File: config.mk
export PLATFORM = sky130hd
export DESIGN_NAME = ahb_mbus_bridge_flat
export DESIGN_NICKNAME = d
export VERILOG_FILES = /design/src/rtl/ahb_mbus_bridge_if.sv /design/src/rtl/ahb_mbus_bridge.sv /design/src/flat_wrapper.sv
export SDC_FILE = /design/constraint.sdc
export NUM_CORES = 1
export LEC_CHECK = 0
export CAP_MARGIN = 10
export CORE_MARGIN = 10
export CORE_UTILIZATION = 46
export CTS_CLUSTER_SIZE = 40
export DETAILED_ROUTE_END_ITERATION = 16
export PLACE_DENSITY_LB_ADDON = 0.15
export RECOVER_POWER = 100
export SLEW_MARGIN = 30
export SYNTH_ARGS = -nofsm -noshare
export SYNTH_HDL_FRONTEND = slang
export SYNTH_SLANG_ARGS = --single-unit
export TNS_END_PERCENT = 20
File: constraint.sdc
create_clock -name HCLK -period 3.8 [get_ports HCLK]
set_input_delay 0.38 -clock HCLK [delete_from_list [all_inputs] [get_ports HCLK]]
set_output_delay 0.38 -clock HCLK [all_outputs]
set_load 0.01 [all_outputs]
File: src/rtl/ahb_mbus_bridge_if.sv
`default_nettype none
// ============================================================================
// Module      : ahb_mbus_bridge_if
// Description : AHB-Lite slave bus plus MBus node TX/RX handshake signals
//               shared by the bridge and its environment.
// Revision    : 1.0 - initial release
// ============================================================================
interface ahb_mbus_bridge_if #(
  parameter int DATA_WIDTH  = 32,
  parameter int NADDR_WIDTH = 8
);
  // AHB-Lite slave side
  logic                   HSEL;
  logic                   HWRITE;
  logic                   HREADY;
  logic [31:0]            HADDR;
  logic [31:0]            HWDATA;
  logic [2:0]             HSIZE;
  logic [1:0]             HTRANS;
  logic                   HREADYOUT;
  logic [1:0]             HRESP;
  logic [31:0]            HRDATA;
  // Node TX handshake
  logic [NADDR_WIDTH-1:0] ADDR_IN;
  logic [DATA_WIDTH-1:0]  DATA_IN;
  logic                   REQ_TX;
  logic                   ACK_TX;
  // Node RX handshake
  logic [NADDR_WIDTH-1:0] ADDR_OUT;
  logic [DATA_WIDTH-1:0]  DATA_OUT;
  logic                   REQ_RX;
  logic                   ACK_RX;
  // Misc
  logic                   ACK_RECEIVED;
  logic                   IRQ;

  // Bridge view
  modport slave (
    input  HSEL, HWRITE, HREADY, HADDR, HWDATA, HSIZE, HTRANS,
    output HREADYOUT, HRESP, HRDATA,
    output ADDR_IN, DATA_IN, REQ_TX,
    input  ACK_TX,
    input  ADDR_OUT, DATA_OUT, REQ_RX,
    output ACK_RX,
    input  ACK_RECEIVED,
    output IRQ
  );

  // Environment view (CPU fabric plus node)
  modport master (
    output HSEL, HWRITE, HREADY, HADDR, HWDATA, HSIZE, HTRANS,
    input  HREADYOUT, HRESP, HRDATA,
    input  ADDR_IN, DATA_IN, REQ_TX,
    output ACK_TX,
    output ADDR_OUT, DATA_OUT, REQ_RX,
    input  ACK_RX,
    output ACK_RECEIVED,
    input  IRQ
  );
endinterface
`default_nettype wire

File: src/rtl/ahb_mbus_bridge.sv
`default_nettype none
// ============================================================================
// Module      : ahb_mbus_bridge
// Description : Zero-wait-state AHB-Lite slave exposing an MBus node's TX/RX
//               4-phase handshakes through a small register file, with TX and
//               RX message FIFOs so the CPU never stalls on the bus.
// Revision    : 1.0 - initial release
// ============================================================================
module ahb_mbus_bridge #(
  parameter int DATA_WIDTH    = 32,
  parameter int NADDR_WIDTH   = 8,
  parameter int TX_DEPTH_LOG2 = 2,
  parameter int RX_DEPTH_LOG2 = 2
) (
  input  logic             HCLK,
  input  logic             HRESETn,
  ahb_mbus_bridge_if.slave bus
);

  localparam int TX_DEPTH = 1 << TX_DEPTH_LOG2;
  localparam int RX_DEPTH = 1 << RX_DEPTH_LOG2;
  localparam int TX_CW    = TX_DEPTH_LOG2 + 1;
  localparam int RX_CW    = RX_DEPTH_LOG2 + 1;

  localparam logic [TX_CW-1:0]         TX_CNT_FULL = TX_CW'(TX_DEPTH);
  localparam logic [TX_CW-1:0]         TX_CNT_ONE  = TX_CW'(1);
  localparam logic [TX_DEPTH_LOG2-1:0] TX_PTR_ONE  = TX_DEPTH_LOG2'(1);
  localparam logic [RX_CW-1:0]         RX_CNT_FULL = RX_CW'(RX_DEPTH);
  localparam logic [RX_CW-1:0]         RX_CNT_ONE  = RX_CW'(1);
  localparam logic [RX_DEPTH_LOG2-1:0] RX_PTR_ONE  = RX_DEPTH_LOG2'(1);

  // Register map, word index HADDR[4:2]
  localparam logic [2:0] REG_TXDATA  = 3'd0;
  localparam logic [2:0] REG_TXADDR  = 3'd1;
  localparam logic [2:0] REG_RXDATA  = 3'd2;
  localparam logic [2:0] REG_RXADDR  = 3'd3;
  localparam logic [2:0] REG_STATUS  = 3'd4;
  localparam logic [2:0] REG_FLAGCLR = 3'd5;
  localparam logic [2:0] REG_IRQEN   = 3'd6;

  typedef enum logic [1:0] {T_IDLE = 2'd0, T_REQ = 2'd1, T_REL = 2'd2} tx_state_t;
  typedef enum logic       {R_IDLE = 1'b0, R_ACK = 1'b1} rx_state_t;

  // --------------------------------------------------------------------------
  // Declarations
  // --------------------------------------------------------------------------
  logic                     addr_accept;
  logic                     rd_accept;
  logic [2:0]               addr_idx;
  logic                     dp_wr_q,  dp_wr_d;
  logic [2:0]               dp_idx_q, dp_idx_d;
  logic                     wr_txdata, wr_txaddr, wr_flagclr, wr_irqen;

  logic [NADDR_WIDTH-1:0]   txaddr_q,  txaddr_d;
  logic [6:0]               irq_en_q,  irq_en_d;
  logic                     ackrcv_q,  ackrcv_d;
  logic                     txovf_q,   txovf_d;
  logic                     rxunf_q,   rxunf_d;
  logic [2:0]               flag_clr;
  logic [31:0]              hrdata_q,  hrdata_d;
  logic [31:0]              rd_data;
  logic [31:0]              status;

  logic [NADDR_WIDTH-1:0]   tx_mem_addr [TX_DEPTH];
  logic [DATA_WIDTH-1:0]    tx_mem_data [TX_DEPTH];
  logic [TX_DEPTH_LOG2-1:0] tx_wr_ptr_q, tx_wr_ptr_d, tx_rd_ptr_q, tx_rd_ptr_d;
  logic [TX_CW-1:0]         tx_count_q, tx_count_d;
  logic                     tx_push, tx_pop, tx_full, tx_empty;

  logic [NADDR_WIDTH-1:0]   rx_mem_addr [RX_DEPTH];
  logic [DATA_WIDTH-1:0]    rx_mem_data [RX_DEPTH];
  logic [RX_DEPTH_LOG2-1:0] rx_wr_ptr_q, rx_wr_ptr_d, rx_rd_ptr_q, rx_rd_ptr_d;
  logic [RX_CW-1:0]         rx_count_q, rx_count_d;
  logic                     rx_push, rx_pop, rx_full, rx_empty;

  tx_state_t                tx_state_q, tx_state_d;
  logic                     req_tx_q,   req_tx_d;
  logic [NADDR_WIDTH-1:0]   addr_in_q,  addr_in_d;
  logic [DATA_WIDTH-1:0]    data_in_q,  data_in_d;

  rx_state_t                rx_state_q, rx_state_d;
  logic                     ack_rx_q,   ack_rx_d;

  // Address bits outside the decoded window are don't-care
  logic                     unused_ok;
  assign unused_ok = &{1'b0, bus.HADDR[31:5], bus.HADDR[1:0], bus.HWDATA};

  // --------------------------------------------------------------------------
  // AHB address/data phase decode
  // --------------------------------------------------------------------------
  assign addr_accept = bus.HSEL & bus.HREADY & bus.HTRANS[1] & (bus.HSIZE == 3'b010);
  assign rd_accept   = addr_accept & ~bus.HWRITE;
  assign addr_idx    = bus.HADDR[4:2];

  assign dp_wr_d  = addr_accept & bus.HWRITE;
  assign dp_idx_d = addr_idx;

  // Writes take effect at the end of their data phase
  assign wr_txdata  = dp_wr_q & (dp_idx_q == REG_TXDATA);
  assign wr_txaddr  = dp_wr_q & (dp_idx_q == REG_TXADDR);
  assign wr_flagclr = dp_wr_q & (dp_idx_q == REG_FLAGCLR);
  assign wr_irqen   = dp_wr_q & (dp_idx_q == REG_IRQEN);

  // --------------------------------------------------------------------------
  // FIFO status
  // --------------------------------------------------------------------------
  assign tx_full  = (tx_count_q == TX_CNT_FULL);
  assign tx_empty = (tx_count_q == '0);
  assign rx_full  = (rx_count_q == RX_CNT_FULL);
  assign rx_empty = (rx_count_q == '0);

  // A full TX FIFO drops the word; TXOVF records the loss
  assign tx_push = wr_txdata & ~tx_full;
  // RXDATA pops at the accepted address-phase edge, together with HRDATA capture
  assign rx_pop  = rd_accept & (addr_idx == REG_RXDATA) & ~rx_empty;

  // Next TX FIFO pointers and occupancy; push+pop leaves the count unchanged
  always_comb begin
    tx_wr_ptr_d = tx_wr_ptr_q;
    tx_rd_ptr_d = tx_rd_ptr_q;
    tx_count_d  = tx_count_q;
    if (tx_push) tx_wr_ptr_d = tx_wr_ptr_q + TX_PTR_ONE;
    if (tx_pop)  tx_rd_ptr_d = tx_rd_ptr_q + TX_PTR_ONE;
    case ({tx_push, tx_pop})
      2'b10:   tx_count_d = tx_count_q + TX_CNT_ONE;
      2'b01:   tx_count_d = tx_count_q - TX_CNT_ONE;
      default: tx_count_d = tx_count_q;
    endcase
  end

  // Next RX FIFO pointers and occupancy; push+pop leaves the count unchanged
  always_comb begin
    rx_wr_ptr_d = rx_wr_ptr_q;
    rx_rd_ptr_d = rx_rd_ptr_q;
    rx_count_d  = rx_count_q;
    if (rx_push) rx_wr_ptr_d = rx_wr_ptr_q + RX_PTR_ONE;
    if (rx_pop)  rx_rd_ptr_d = rx_rd_ptr_q + RX_PTR_ONE;
    case ({rx_push, rx_pop})
      2'b10:   rx_count_d = rx_count_q + RX_CNT_ONE;
      2'b01:   rx_count_d = rx_count_q - RX_CNT_ONE;
      default: rx_count_d = rx_count_q;
    endcase
  end

  // FIFO storage needs no reset: occupancy alone defines valid entries
  always_ff @(posedge HCLK) begin
    if (tx_push) begin
      tx_mem_addr[tx_wr_ptr_q] <= txaddr_q;
      tx_mem_data[tx_wr_ptr_q] <= bus.HWDATA[DATA_WIDTH-1:0];
    end
    if (rx_push) begin
      rx_mem_addr[rx_wr_ptr_q] <= bus.ADDR_OUT;
      rx_mem_data[rx_wr_ptr_q] <= bus.DATA_OUT;
    end
  end

  // --------------------------------------------------------------------------
  // TX handshake FSM: one FIFO entry per 4-phase REQ/ACK cycle
  // --------------------------------------------------------------------------
  always_comb begin
    tx_state_d = tx_state_q;
    req_tx_d   = req_tx_q;
    addr_in_d  = addr_in_q;
    data_in_d  = data_in_q;
    tx_pop     = 1'b0;
    case (tx_state_q)
      T_IDLE: begin
        if (!tx_empty) begin
          addr_in_d  = tx_mem_addr[tx_rd_ptr_q];
          data_in_d  = tx_mem_data[tx_rd_ptr_q];
          req_tx_d   = 1'b1;
          tx_state_d = T_REQ;
        end
      end
      T_REQ: begin
        if (bus.ACK_TX) begin
          req_tx_d   = 1'b0;
          tx_pop     = 1'b1;
          tx_state_d = T_REL;
        end
      end
      T_REL: begin
        if (!bus.ACK_TX) tx_state_d = T_IDLE;
      end
      default: begin
        req_tx_d   = 1'b0;
        tx_state_d = T_IDLE;
      end
    endcase
  end

  // --------------------------------------------------------------------------
  // RX handshake FSM: withholding ACK_RX while full is the backpressure
  // --------------------------------------------------------------------------
  always_comb begin
    rx_state_d = rx_state_q;
    ack_rx_d   = ack_rx_q;
    rx_push    = 1'b0;
    case (rx_state_q)
      R_IDLE: begin
        if (bus.REQ_RX && !rx_full) begin
          rx_push    = 1'b1;
          ack_rx_d   = 1'b1;
          rx_state_d = R_ACK;
        end
      end
      R_ACK: begin
        if (!bus.REQ_RX) begin
          ack_rx_d   = 1'b0;
          rx_state_d = R_IDLE;
        end
      end
      default: begin
        ack_rx_d   = 1'b0;
        rx_state_d = R_IDLE;
      end
    endcase
  end

  // --------------------------------------------------------------------------
  // Register file
  // --------------------------------------------------------------------------
  assign flag_clr = wr_flagclr ? bus.HWDATA[6:4] : 3'b000;

  // Sticky flags and writable registers; a set on the clear edge wins
  always_comb begin
    txaddr_d = wr_txaddr ? bus.HWDATA[NADDR_WIDTH-1:0] : txaddr_q;
    irq_en_d = wr_irqen  ? bus.HWDATA[6:0]             : irq_en_q;
    ackrcv_d = (ackrcv_q & ~flag_clr[0]) | bus.ACK_RECEIVED;
    txovf_d  = (txovf_q  & ~flag_clr[1]) | (wr_txdata & tx_full);
    rxunf_d  = (rxunf_q  & ~flag_clr[2]) |
               (rd_accept & (addr_idx == REG_RXDATA) & rx_empty);
  end

  // STATUS word assembled from live FIFO state and sticky flags
  always_comb begin
    status             = '0;
    status[0]          = ~rx_empty;
    status[1]          = rx_full;
    status[2]          = tx_empty;
    status[3]          = tx_full;
    status[4]          = ackrcv_q;
    status[5]          = txovf_q;
    status[6]          = rxunf_q;
    status[8 +: RX_CW]  = rx_count_q;
    status[16 +: TX_CW] = tx_count_q;
  end

  // Read mux; write-only and reserved registers read as zero
  always_comb begin
    rd_data = '0;
    case (addr_idx)
      REG_TXADDR: rd_data[NADDR_WIDTH-1:0] = txaddr_q;
      REG_RXDATA: if (!rx_empty) rd_data[DATA_WIDTH-1:0]  = rx_mem_data[rx_rd_ptr_q];
      REG_RXADDR: if (!rx_empty) rd_data[NADDR_WIDTH-1:0] = rx_mem_addr[rx_rd_ptr_q];
      REG_STATUS: rd_data = status;
      REG_IRQEN:  rd_data[6:0] = irq_en_q;
      default:    rd_data = '0;
    endcase
  end

  // HRDATA changes only on an accepted read
  assign hrdata_d = rd_accept ? rd_data : hrdata_q;

  // State register for bus decode, register file, FIFO pointers and both FSMs
  always_ff @(posedge HCLK or negedge HRESETn) begin
    if (!HRESETn) begin
      dp_wr_q     <= 1'b0;
      dp_idx_q    <= 3'd0;
      txaddr_q    <= '0;
      irq_en_q    <= '0;
      ackrcv_q    <= 1'b0;
      txovf_q     <= 1'b0;
      rxunf_q     <= 1'b0;
      hrdata_q    <= '0;
      tx_wr_ptr_q <= '0;
      tx_rd_ptr_q <= '0;
      tx_count_q  <= '0;
      rx_wr_ptr_q <= '0;
      rx_rd_ptr_q <= '0;
      rx_count_q  <= '0;
      tx_state_q  <= T_IDLE;
      req_tx_q    <= 1'b0;
      addr_in_q   <= '0;
      data_in_q   <= '0;
      rx_state_q  <= R_IDLE;
      ack_rx_q    <= 1'b0;
    end else begin
      dp_wr_q     <= dp_wr_d;
      dp_idx_q    <= dp_idx_d;
      txaddr_q    <= txaddr_d;
      irq_en_q    <= irq_en_d;
      ackrcv_q    <= ackrcv_d;
      txovf_q     <= txovf_d;
      rxunf_q     <= rxunf_d;
      hrdata_q    <= hrdata_d;
      tx_wr_ptr_q <= tx_wr_ptr_d;
      tx_rd_ptr_q <= tx_rd_ptr_d;
      tx_count_q  <= tx_count_d;
      rx_wr_ptr_q <= rx_wr_ptr_d;
      rx_rd_ptr_q <= rx_rd_ptr_d;
      rx_count_q  <= rx_count_d;
      tx_state_q  <= tx_state_d;
      req_tx_q    <= req_tx_d;
      addr_in_q   <= addr_in_d;
      data_in_q   <= data_in_d;
      rx_state_q  <= rx_state_d;
      ack_rx_q    <= ack_rx_d;
    end
  end

  // --------------------------------------------------------------------------
  // Outputs
  // --------------------------------------------------------------------------
  assign bus.HREADYOUT = 1'b1;
  assign bus.HRESP     = 2'b00;
  assign bus.HRDATA    = hrdata_q;
  assign bus.ADDR_IN   = addr_in_q;
  assign bus.DATA_IN   = data_in_q;
  assign bus.REQ_TX    = req_tx_q;
  assign bus.ACK_RX    = ack_rx_q;
  assign bus.IRQ       = |(status[6:0] & irq_en_q);

endmodule
`default_nettype wire

File: src/flat_wrapper.sv
// flat-port wrapper written by rule: the top's interface ports become plain ports
module ahb_mbus_bridge_flat 
#(
  parameter int DATA_WIDTH    = 32,
  parameter int NADDR_WIDTH   = 8,
  parameter int TX_DEPTH_LOG2 = 2,
  parameter int RX_DEPTH_LOG2 = 2
)
  (HCLK, HRESETn, bus_HSEL, bus_HWRITE, bus_HREADY, bus_HADDR, bus_HWDATA, bus_HSIZE, bus_HTRANS, bus_HREADYOUT, bus_HRESP, bus_HRDATA, bus_ADDR_IN, bus_DATA_IN, bus_REQ_TX, bus_ACK_TX, bus_ADDR_OUT, bus_DATA_OUT, bus_REQ_RX, bus_ACK_RX, bus_ACK_RECEIVED, bus_IRQ);
  ahb_mbus_bridge_if #(.DATA_WIDTH(DATA_WIDTH), .NADDR_WIDTH(NADDR_WIDTH)) bus_i ();
  input  logic HCLK;
  input  logic HRESETn;
  input wire logic [$bits(bus_i.HSEL)-1:0] bus_HSEL;
  input wire logic [$bits(bus_i.HWRITE)-1:0] bus_HWRITE;
  input wire logic [$bits(bus_i.HREADY)-1:0] bus_HREADY;
  input wire logic [$bits(bus_i.HADDR)-1:0] bus_HADDR;
  input wire logic [$bits(bus_i.HWDATA)-1:0] bus_HWDATA;
  input wire logic [$bits(bus_i.HSIZE)-1:0] bus_HSIZE;
  input wire logic [$bits(bus_i.HTRANS)-1:0] bus_HTRANS;
  output wire logic [$bits(bus_i.HREADYOUT)-1:0] bus_HREADYOUT;
  output wire logic [$bits(bus_i.HRESP)-1:0] bus_HRESP;
  output wire logic [$bits(bus_i.HRDATA)-1:0] bus_HRDATA;
  output wire logic [$bits(bus_i.ADDR_IN)-1:0] bus_ADDR_IN;
  output wire logic [$bits(bus_i.DATA_IN)-1:0] bus_DATA_IN;
  output wire logic [$bits(bus_i.REQ_TX)-1:0] bus_REQ_TX;
  input wire logic [$bits(bus_i.ACK_TX)-1:0] bus_ACK_TX;
  input wire logic [$bits(bus_i.ADDR_OUT)-1:0] bus_ADDR_OUT;
  input wire logic [$bits(bus_i.DATA_OUT)-1:0] bus_DATA_OUT;
  input wire logic [$bits(bus_i.REQ_RX)-1:0] bus_REQ_RX;
  output wire logic [$bits(bus_i.ACK_RX)-1:0] bus_ACK_RX;
  input wire logic [$bits(bus_i.ACK_RECEIVED)-1:0] bus_ACK_RECEIVED;
  output wire logic [$bits(bus_i.IRQ)-1:0] bus_IRQ;
  assign bus_i.HSEL = bus_HSEL;
  assign bus_i.HWRITE = bus_HWRITE;
  assign bus_i.HREADY = bus_HREADY;
  assign bus_i.HADDR = bus_HADDR;
  assign bus_i.HWDATA = bus_HWDATA;
  assign bus_i.HSIZE = bus_HSIZE;
  assign bus_i.HTRANS = bus_HTRANS;
  assign bus_HREADYOUT = bus_i.HREADYOUT;
  assign bus_HRESP = bus_i.HRESP;
  assign bus_HRDATA = bus_i.HRDATA;
  assign bus_ADDR_IN = bus_i.ADDR_IN;
  assign bus_DATA_IN = bus_i.DATA_IN;
  assign bus_REQ_TX = bus_i.REQ_TX;
  assign bus_i.ACK_TX = bus_ACK_TX;
  assign bus_i.ADDR_OUT = bus_ADDR_OUT;
  assign bus_i.DATA_OUT = bus_DATA_OUT;
  assign bus_i.REQ_RX = bus_REQ_RX;
  assign bus_ACK_RX = bus_i.ACK_RX;
  assign bus_i.ACK_RECEIVED = bus_ACK_RECEIVED;
  assign bus_IRQ = bus_i.IRQ;
  ahb_mbus_bridge #(.DATA_WIDTH(DATA_WIDTH), .NADDR_WIDTH(NADDR_WIDTH), .TX_DEPTH_LOG2(TX_DEPTH_LOG2), .RX_DEPTH_LOG2(RX_DEPTH_LOG2)) u_core (.HCLK(HCLK), .HRESETn(HRESETn), .bus(bus_i));
endmodule
Word level (Yosys, flattened, before mapping). Memories as Yosys holds them, arrays and structs flattened. A register that Yosys moved wholly into a read port is not among the register bits. Index checks and enable logic that the tools add are counted.

RAM bits: 320. Word-level logic and storage cells: 125. Bits of input ports: 117. Output and inout port bits: 78. Memories: 4. Register bits after elaboration: 73.

Equal/unequal tests: 22. Reductions and logical operators: 15. Add/sub/neg operators: 8. Bitwise gates (word level): 30. Muxes and demuxes: 28.

Memories: u_core.rx_mem_data (words 4, bits a word 32, rd ports 1, clocked after Yosys merged registers in 0, write ports 1, RTL line ahb_mbus_bridge.sv:71) `logic [DATA_WIDTH-1:0] rx_mem_data [RX_DEPTH];`; u_core.tx_mem_data (words 4, bits a word 32, rd ports 1, clocked after Yosys merged registers in 1, write ports 1, RTL line ahb_mbus_bridge.sv:65) `logic [DATA_WIDTH-1:0] tx_mem_data [TX_DEPTH];`; u_core.rx_mem_addr (words 4, bits a word 8, rd ports 1, clocked after Yosys merged registers in 0, write ports 1, RTL line ahb_mbus_bridge.sv:70) `logic [NADDR_WIDTH-1:0] rx_mem_addr [RX_DEPTH];`; u_core.tx_mem_addr (words 4, bits a word 8, rd ports 1, clocked after Yosys merged registers in 1, write ports 1, RTL line ahb_mbus_bridge.sv:64) `logic [NADDR_WIDTH-1:0] tx_mem_addr [TX_DEPTH];`.

Operators with widths (number): 24-bit case mux with 2 select lines (1); 7-bit case mux with 5 select lines (1); 32-bit 2-to-1 mux (1); 3-bit equality test (second input constant) (6); 1-bit AND (17); 1-bit 2-to-1 mux (13); 3-bit case mux with 2 select lines (2); 3-bit by 2-bit equality test with 1-bit output (second input constant) (3); 3-bit logical NOT (3); 1-bit NOT (9); 2-bit by 1-bit adder with 2-bit output (second input constant) (4); 8-bit 2-to-1 mux (1); 2-bit != test (second input constant) (4); 7-bit AND (1); 7-bit OR reduction (1); 3-bit by 1-bit adder with 3-bit output (second input constant) (2); 2-bit by 1-bit equality test with 1-bit output (second input constant) (3); 2-bit equality test (second input constant) (3); 3-bit by 1-bit equality test with 1-bit output (second input constant) (2); 2-bit 2-to-1 mux (3); 1-bit case mux with 3 select lines (2); 2-bit case mux with 3 select lines (1); 3-bit AND reduction (2); 3-bit by 1-bit subtractor with 3-bit output (second input constant) (2); 9 further kinds (16).

Depth between registers and ports, before layout. Gate-level depths: netlist (run 1).

Depth after elaboration: 8. Depth in mapped cells: 12. Mapped depth without buffers: 10.

Worst setup path after synthesis (run 1). No wires, ideal clock.

Path kind: register to register. Start point: register u_core.dp_idx_q[1]. End point: memory u_core.tx_mem_addr[0][0] (enable). Clock period less this slack: 2428 ps. Arrival: 2026 ps. Cell stages (with the launch flop): 4. Slack: 1372 ps. Path buffers: 0. Path through: dfrtp_1 -> nor3b_1 -> nor3b_2 -> and2_1.

Cells in the longest elaborated chain, start to end: 5.

RTL lines: start, declared (RTL line ahb_mbus_bridge.sv:51) `logic [2:0] dp_idx_q, dp_idx_d;`; start signal, assigned (RTL line ahb_mbus_bridge.sv:290) `dp_idx_q <= dp_idx_d;`; 3-bit logical NOT (RTL line ahb_mbus_bridge.sv:99) `assign wr_txdata = dp_wr_q & (dp_idx_q == REG_TXDATA);`; 1-bit AND (RTL line ahb_mbus_bridge.sv:99); 1-bit AND (RTL line ahb_mbus_bridge.sv:113) `assign tx_push = wr_txdata & ~tx_full;`; 1-bit 2-to-1 mux (RTL line ahb_mbus_bridge.sv:147) `if (tx_push) begin`; 1-bit 2-to-1 mux (implied by the code) (RTL line ahb_mbus_bridge.sv:148) `tx_mem_addr[tx_wr_ptr_q] <= txaddr_q;`; end, declared (RTL line ahb_mbus_bridge.sv:64).

No other way between the ends.

Worst setup path after layout (run 1).
Start point: register u_core.dp_idx_q[1]. End point: memory u_core.tx_mem_data[3][17] (enable).

Cells in the longest elaborated chain, start to end: 5.

RTL lines: 3-bit logical NOT (RTL line ahb_mbus_bridge.sv:99); 1-bit AND (RTL line ahb_mbus_bridge.sv:99); 1-bit AND (RTL line ahb_mbus_bridge.sv:113); 1-bit 2-to-1 mux (RTL line ahb_mbus_bridge.sv:147); 1-bit 2-to-1 mux (implied by the code) (RTL line ahb_mbus_bridge.sv:149) `tx_mem_data[tx_wr_ptr_q] <= bus.HWDATA[DATA_WIDTH-1:0];`; end, declared (RTL line ahb_mbus_bridge.sv:65).

No other way between the ends.

==> results of run 1 <==
==> layer usage <==
metal	track usage	wire length [um]
met5	0	20
met4	0.0447	710
met3	0.0337	1690
met2	0.267	17100
met1	0.196	14300
==> worst reg2reg max path: cells and delay by family (launching register included) <==
kind,cells,cell delay (ps)
AND/OR/NAND/NOR,3,1640
buffers and inverters,1,490
flip-flops,1,400
==> flip-flops by register name, indices dropped and copies added (netlist names), 2 cells and up <==
register and count:
u_core.tx_state_q 2, u_core.irq_en_q 7, u_core.rx_rd_ptr_q 2, u_core.bus.ADDR_IN 8, u_core.tx_mem_data 128, u_core.tx_wr_ptr_q 2
u_core.rx_wr_ptr_q 2, u_core.rx_count_q 3, u_core.tx_count_q 3, u_core.rx_mem_data 128, u_core.txaddr_q 8, u_core.rx_mem_addr 32
u_core.bus.HRDATA 32, u_core.tx_mem_addr 32, u_core.tx_rd_ptr_q 2, u_core.dp_idx_q 3, u_core.bus.DATA_IN 32
==> stage by stage <==
stage                util  setup WS (ps)  area, sq um  total power [mW]
global route        0.569            643        20200              13.5
floorplan               -           1370        16500              7.59
detailed placement  0.528            757        18700              8.77
global placement    0.528            799        18700              8.72
finish              0.569            882        20200              12.9
CTS                 0.571            935        20200              13.2
==> power by group through the flow <==
| stage | Sequential [mW] | Clock [mW] | Combinational (mW) |
|---|---|---|---|
| 2_1_floorplan | 6.08 | 0 | 1.52 |
| 3_3_place_gp | 6.17 | 0 | 2.55 |
| 3_5_place_dp | 6.19 | 0 | 2.58 |
| 4_1_cts | 6.10 | 4.52 | 2.59 |
| 5_1_grt | 6.15 | 4.71 | 2.63 |
| 6_report | 6.07 | 4.39 | 2.40 |
==> cell usage after synthesis (all sizes together) (4+ instances only) <==
cell type and instances:
nor3 5, mux2i 10, nand3 7, edfxtp 320, clkbuf 9, and2 11, nor3b 7, o211ai 4
xor2 7, o21ai 4, ha 10, nor2 19, xnor2 6, buf 31, dfrtp 113, a22oi 8
mux2 61, nand2 20, mux4 78, a22o 18, a221oi 8, inv 14
==> cell families (layout without fill, tap and decap cells) <==
kind of cell	count (synthesis)	after routing	share of synthesized area
other	2	4	0.000454
buffers and inverters	54	284	0.0179
AOI/OAI and AO/OA	61	61	0.0297
and+or+nand+nor	82	82	0.0275
DFF	433	433	0.752
xor gates and xnor gates	13	13	0.00689
adders and majority gates	12	12	0.00999
muxes	149	149	0.155
==> area by class of cell <==
class | count | area [sq um]
diodes | 1 | 2.50
clock inverters | 18 | 195
well taps | 461 | 577
flip-flops and latches | 433 | 12400
inverters | 14 | 52.6
clock buffers | 65 | 1300
fillers | 2729 | 15300
multi-input cells | 320 | 3800
repair buffers | 187 | 1820
==> worst paths after layout <==
check / start / end / slack (ps) / depth (start not counted)
max: u_core.dp_idx_q[1] / u_core.tx_mem_data[3][17] / 880 / 4
min: bus_REQ_RX / u_core.rx_state_q / 460 / 2
max reg2reg: u_core.dp_idx_q[1] / u_core.tx_mem_data[3][17] / 880 / 4
min reg2reg: u_core.bus.DATA_IN[5] / u_core.bus.DATA_IN[5] / 490 / 1
max in group asynchronous: HRESETn / u_core.tx_rd_ptr_q[0] / 1760 / 2
min in group asynchronous: HRESETn / u_core.bus.DATA_IN[13] / 840 / 2
==> timing repair <==
action	in CTS	in global routing
hold buffers	1	0
setup endpoints to repair	0	0
endpoints found under the hold margin	16	0
==> qor.csv, run 1 <==
stage,metric,value,unit
worst_setup_path,worst-path cell chain,nor3b_1 > nor3b_1 > and2_2 > buf_4,
synthesis,Area contributors post-synth,"edfxtp_1 (58%), dfrtp_1 (17%), mux4_2 (9.8%), mux2_2 (4.0%), mux4_1 (0.95%)",
power_and_ir_drop,Flop pwr share,0.472,
clocking,CTS root buf,clkbuf_16,
power_and_ir_drop,Comb pwr share,0.187,
power_and_ir_drop,Leak,7.10,nW
floorplanning,Core Rows,69,
synthesis,leading area contributor after synthesis,edfxtp_1,
synthesis,Synth cell types,56,
clocking,clock slew at reported path FFs,60,ps
placed_design,GP Congestion,0.769,
timing,Slew HR,-0.179,
timing,RSZ-0062 raised after global routing,no,
worst_hold_path,Hold Path Class,in2reg,
detailed_routing,DRC Markers,0,
synthesis,"Avg Cell Area, Syn",20.5,sq um
worst_setup_path,Max stage delay on crit path,830,ps
timing,Fin. Hold Viols,0,
floorplanning,initial core utilization,0.466,
timing,hold_ws,459,ps
synthesis,Post-synth EDFFs,320,
timing,min Tclk post-route,2920,ps
worst_setup_path,Critical Path RT,3970,ps
detailed_routing,Pre-Repair DR Iteration Count,7,
floorplanning,num ports,195,
layout,"commonest cells after routing, fill and taps aside","edfxtp_1 (320), dlygate4sd3_1 (151), dfrtp_1 (109)",
layout,Syn-to-layout area delta,22.1,%
power_and_ir_drop,clock share of power,0.341,
detailed_routing,drt wl/cell,22.6,um
power_and_ir_drop,switching pwr,3.19,mW
floorplanning,DIE AREA,0.0439,sq mm
clocking,htree depth,2,
worst_setup_path,WS Path Type,reg2reg,
global_route,initial antenna violation count,2,
synthesis,sequential element share of the synthesized area,0.752,
layout,share of layout cells above drive strength 1,0.224,
global_route,largest net degree at the start of global routing,60,
synthesis,ys flop type,edfxtp_1,
timing,fin crit share,0.768,
detailed_routing,DRT antenna net count,0,
clocking,Resize count post-CTS,0,
timing,setup violators final,0,
worst_setup_path,WP data arrival,3090,ps
global_route,vias in the first global route,8924,
detailed_routing,vias,8056,
worst_setup_path,CP max-delay cell,nor3b_1,
synthesis,Synth top area share,0.581,
timing,setup_tns,0,ps
layout,Non-Filler Instances,1499,
synthesis,Synth async-reset ratio,0.261,
clocking,clk_lat worst skew,550,ps
worst_setup_path,critical path launch point type,flop,
status,status,"finished, violations left",
clocking,Post-CTS Setup Inserts,0,
timing,worst clock skew,14.5,ps
worst_setup_path,CP Buf/Inv Count,1,
synthesis,yosys warns,0,
clocking,CTS Sinks,433,
global_route,remaining global-route overflow,0,
timing,Max Slew Vio Count,59,
synthesis,"flops & latches, synth",433,
worst_setup_path,CP top delay family,simple AND/OR/NAND/NOR gates,
floorplanning,core area,0.0355,sq mm
power_and_ir_drop,Max VDD drop,0.414,mV
layout,final net count,1130,
timing,FMAX,0.343,GHz
floorplanning,Chip Width,210,um
clocking,CTS buffer count,45,
clocking,clock buffer depth,3,
detailed_routing,Iteration-0 DRC Markers,474,
placed_design,I/O Buffers,161,
placed_design,dpl hpwl,21600,um
layout,"commonest non-fill, non-tap cell in the layout",edfxtp_1,
global_route,GRT Overall Usage,0.156,
floorplanning,height of the die,210,um
worst_setup_path,CP max FO,30,
power_and_ir_drop,Cell Pwr Density,637,mW/mm^2
global_route,global-route wire length before repair,53600,um
worst_setup_path,Crit path top cell by count,nor3b_1,
status,failing checks,"max-capacitance violations, max-slew violations",
placed_design,placed cell count,1414,
power_and_ir_drop,Pint,9.67,mW
synthesis,synthesized cell area,0.0165,sq mm
worst_setup_path,CP endpoint kind,flop,
clocking,CTS tree,done,
timing,Worst-Margin Slew,1770,ps
flow_run,max-cap violation count,1,
detailed_routing,via/cell ratio,5.37,
power_and_ir_drop,switch share,0.248,
detailed_routing,final WL,33900,um
synthesis,synthesized netlist cell count,806,
Power figures use the tool's default switching activity.
==> run 2, diff against run 1 <==
==> constraint.sdc (replaced) <==
create_clock -name HCLK -period 2.6 [get_ports HCLK]
set_input_delay 0.26 -clock HCLK [delete_from_list [all_inputs] [get_ports HCLK]]
set_output_delay 0.26 -clock HCLK [all_outputs]
set_load 0.01 [all_outputs]
==> run 2 against run 1 <==
Against the previous run:
- the flow now finishes without violations
- register-to-register slack lost 630 ps
- clock-buffer cell count grew 8
- die area is the same
- first-iteration DRC count down 21%
- global-route usage hardly changed
- cell count up 1.1%
- wire length up 0.27%
- sequential share of layout area decreased by 0.58 points
- largest cell class unchanged
- largest power group unchanged
==> qor.csv, run 2 (same netlist as run 1, synthesis figures left out) <==
stage,metric,value,unit,change
floorplanning,num ports,195,,unchanged
worst_setup_path,CP max FO,6,,was 30
worst_setup_path,CP endpoint kind,output port,,was flop
floorplanning,Chip Width,210,um,unchanged
timing,Fin. Hold Viols,0,,unchanged
global_route,largest net degree at the start of global routing,69,,was 60
worst_setup_path,R2R cell count,4,,unchanged
worst_setup_path,Max stage delay on crit path,600,ps,was 830 ps
timing,RSZ-0062 raised after global routing,no,,unchanged
detailed_routing,DRC Markers,0,,unchanged
timing,hold_ws,322,ps,was 459 ps
status,status,"complete, no violations",,"was finished, violations left"
detailed_routing,via/cell ratio,5.35,,was 5.37
timing,Slew HR,0.158,,was -0.179
detailed_routing,vias,8114,,was 8056
worst_hold_path,hold path cells,2,,unchanged
placed_design,GP Congestion,0.791,,was 0.769
detailed_routing,final WL,34000,um,was 33900 um
worst_setup_path,RR Endpoint,u_core.tx_mem_data[2][24],,was u_core.tx_mem_data[3][17]
detailed_routing,Iteration-0 DRC Markers,375,,was 474
timing,worst clock skew,10.3,ps,was 14.5 ps
clocking,CTS Sinks,433,,unchanged
clocking,clk_lat worst skew,540,ps,was 550 ps
timing,FMAX,0.406,GHz,
worst_setup_path,critical path launch point type,flop,,unchanged
layout,share of layout cells above drive strength 1,0.232,,was 0.224
global_route,M3 GR Usage,0.0349,,was 0.0337
floorplanning,DIE AREA,0.0439,sq mm,unchanged
worst_hold_path,hold_sp,bus_ACK_RECEIVED,,was bus_REQ_RX
timing,setup_tns,0,ps,unchanged
timing,fin crit share,0.947,,
global_route,initial antenna violation count,4,,was 2
detailed_routing,Pre-Repair DR Iteration Count,4,,was 7
clocking,clock slew at reported path FFs,60,ps,about the same
timing,min Tclk post-route,2460,ps,
clocking,CTS root buf,clkbuf_16,,unchanged
timing,Max Slew Vio Count,0,,was 59
layout,Multi-input gate area,0.00381,sq mm,was 0.00380 sq mm
worst_setup_path,worst-path cell chain,nor3b_1 > buf_4 > nand2_1 > o2111ai_1 > clkdlybuf4s50_1,,was nor3b_1 > nor3b_1 > and2_2 > buf_4
clocking,clock buffer depth,3,,unchanged
floorplanning,initial core utilization,0.466,,unchanged
placed_design,I/O Buffers,161,,unchanged
worst_setup_path,WP data arrival,2200,ps,was 3090 ps
global_route,met2 usage,0.259,,was 0.267
placed_design,dpl hpwl,21400,um,was 21600 um
timing,setup violators final,0,,unchanged
layout,Sequential Area,0.0124,sq mm,unchanged
worst_setup_path,Critical Path RT,2340,ps,was 3970 ps
worst_hold_path,Hold Path Class,in2reg,,unchanged
clocking,htree depth,2,,unchanged
floorplanning,Core Rows,69,,unchanged
global_route,Global Route met1 Usage,0.204,,was 0.196
global_route,remaining global-route overflow,0,,unchanged
worst_setup_path,worst reg2reg setup slack,250,ps,was 880 ps
floorplanning,core area,0.0355,sq mm,unchanged
worst_setup_path,CP max-delay cell,clkdlybuf4s50_1,,was nor3b_1
flow_run,max-cap violation count,0,,was 1
global_route,vias in the first global route,8907,,was 8924
detailed_routing,drt wl/cell,22.4,um,was 22.6 um
layout,final net count,1144,,was 1130
timing,Worst-Margin Slew,1260,ps,was 1770 ps
layout,Top Registers,"u_core.rx_mem_data: 128 flops, u_core.tx_mem_data: 128 flops",,unchanged
power_and_ir_drop,Max VDD drop,0.604,mV,was 0.414 mV
layout,fillcell total,2699,,was 2729
worst_hold_path,Worst Hold End,u_core.ackrcv_q,,was u_core.rx_state_q
global_route,GRT Overall Usage,0.156,,about the same
layout,Syn-to-layout area delta,23.2,%,was 22.1%
worst_setup_path,worst r2r src,u_core.dp_idx_q[1],,unchanged
floorplanning,height of the die,210,um,unchanged
clocking,CTS tree,done,,unchanged
worst_setup_path,WS Path Type,reg2out,,was reg2reg
power_and_ir_drop,Cell Pwr Density,926,mW/mm^2,was 637 mW/mm^2
global_route,global-route wire length before repair,53500,um,was 53600 um
power_and_ir_drop,Leak,7.19,nW,was 7.10 nW
global_route,gr busiest metal,met2,,unchanged
layout,"commonest non-fill, non-tap cell in the layout",edfxtp_1,,unchanged
clocking,CTS buffer count,46,,was 45
layout,post-layout util,0.574,,was 0.569
layout,"commonest cells after routing, fill and taps aside","edfxtp_1 (320), dlygate4sd3_1 (149), dfrtp_1 (109)",,"was edfxtp_1 (320), dlygate4sd3_1 (151), dfrtp_1 (109)"
detailed_routing,DRT antenna net count,0,,unchanged
[run 2: critical path: cells and delay by family, from the launching register on]
kind	cells	cell delay, ps
AOI/OAI and AO/OA	1	120
buffers and inverters	2	770
DFF	1	450
and+or+nand+nor	2	310
[run 2: power breakdown]
| group | switching (mW) | internal [mW] |
|---|---|---|
| logic | 1.66 | 2.06 |
| registers | 0.491 | 8.26 |
| clock network | 2.52 | 3.88 |
| total | 4.68 | 14.2 |
[run 2: stage by stage]
stage / setup slack, ps / power (mW) / cells / cell area (sq um)
after detailed placement: 105 / 13.0 / 1427 / 19000
after floorplan: 172 / 11.1 / 807 / 16500
final: 137 / 18.9 / 1516 / 20400
after global placement: 130 / 12.9 / 1427 / 19000
after global routing: 30.3 / 19.8 / 1514 / 20400
after CTS: 69.0 / 19.4 / 1513 / 20500
[run 2: worst max-delay path by stage]
stage | from | endpoint | depth (start not counted)
floorplan | u_core.dp_idx_q[1] | u_core.tx_mem_addr[2][0] | 3
global placement | bus_HSIZE[0] | u_core.rx_count_q[2] | 10
detailed placement | bus_HADDR[3] | u_core.rx_count_q[2] | 11
CTS | u_core.tx_count_q[0] | bus_IRQ | 5
global route | bus_HADDR[2] | u_core.bus.HRDATA[2] | 6
finish | u_core.tx_count_q[0] | bus_IRQ | 5
[run 2: cell type report]
type | instances | area share
Sequential cell | 433 | 0.611
Clock buffer | 73 | 0.0685
Timing Repair Buffer | 200 | 0.0973
Tap cell | 461 | 0.0283
Clock inverter | 12 | 0.00559
Antenna cell | 3 | 0.000368
Multi-Input combinational cell | 320 | 0.187
Inverter | 14 | 0.00258
[run 2: routing by layer]
layer  vias up  share of wire
li1       3645              -
met1      4239           0.44
met2       181           0.50
met3        45          0.045
met4         4          0.016
met5         -        0.00044
[run 2: timing repair]
item	4_1_cts	5_1_grt
setup buffers	0	0
hold buffers	1	0
gates resized for setup	0	0
endpoints found under the hold margin	113	0
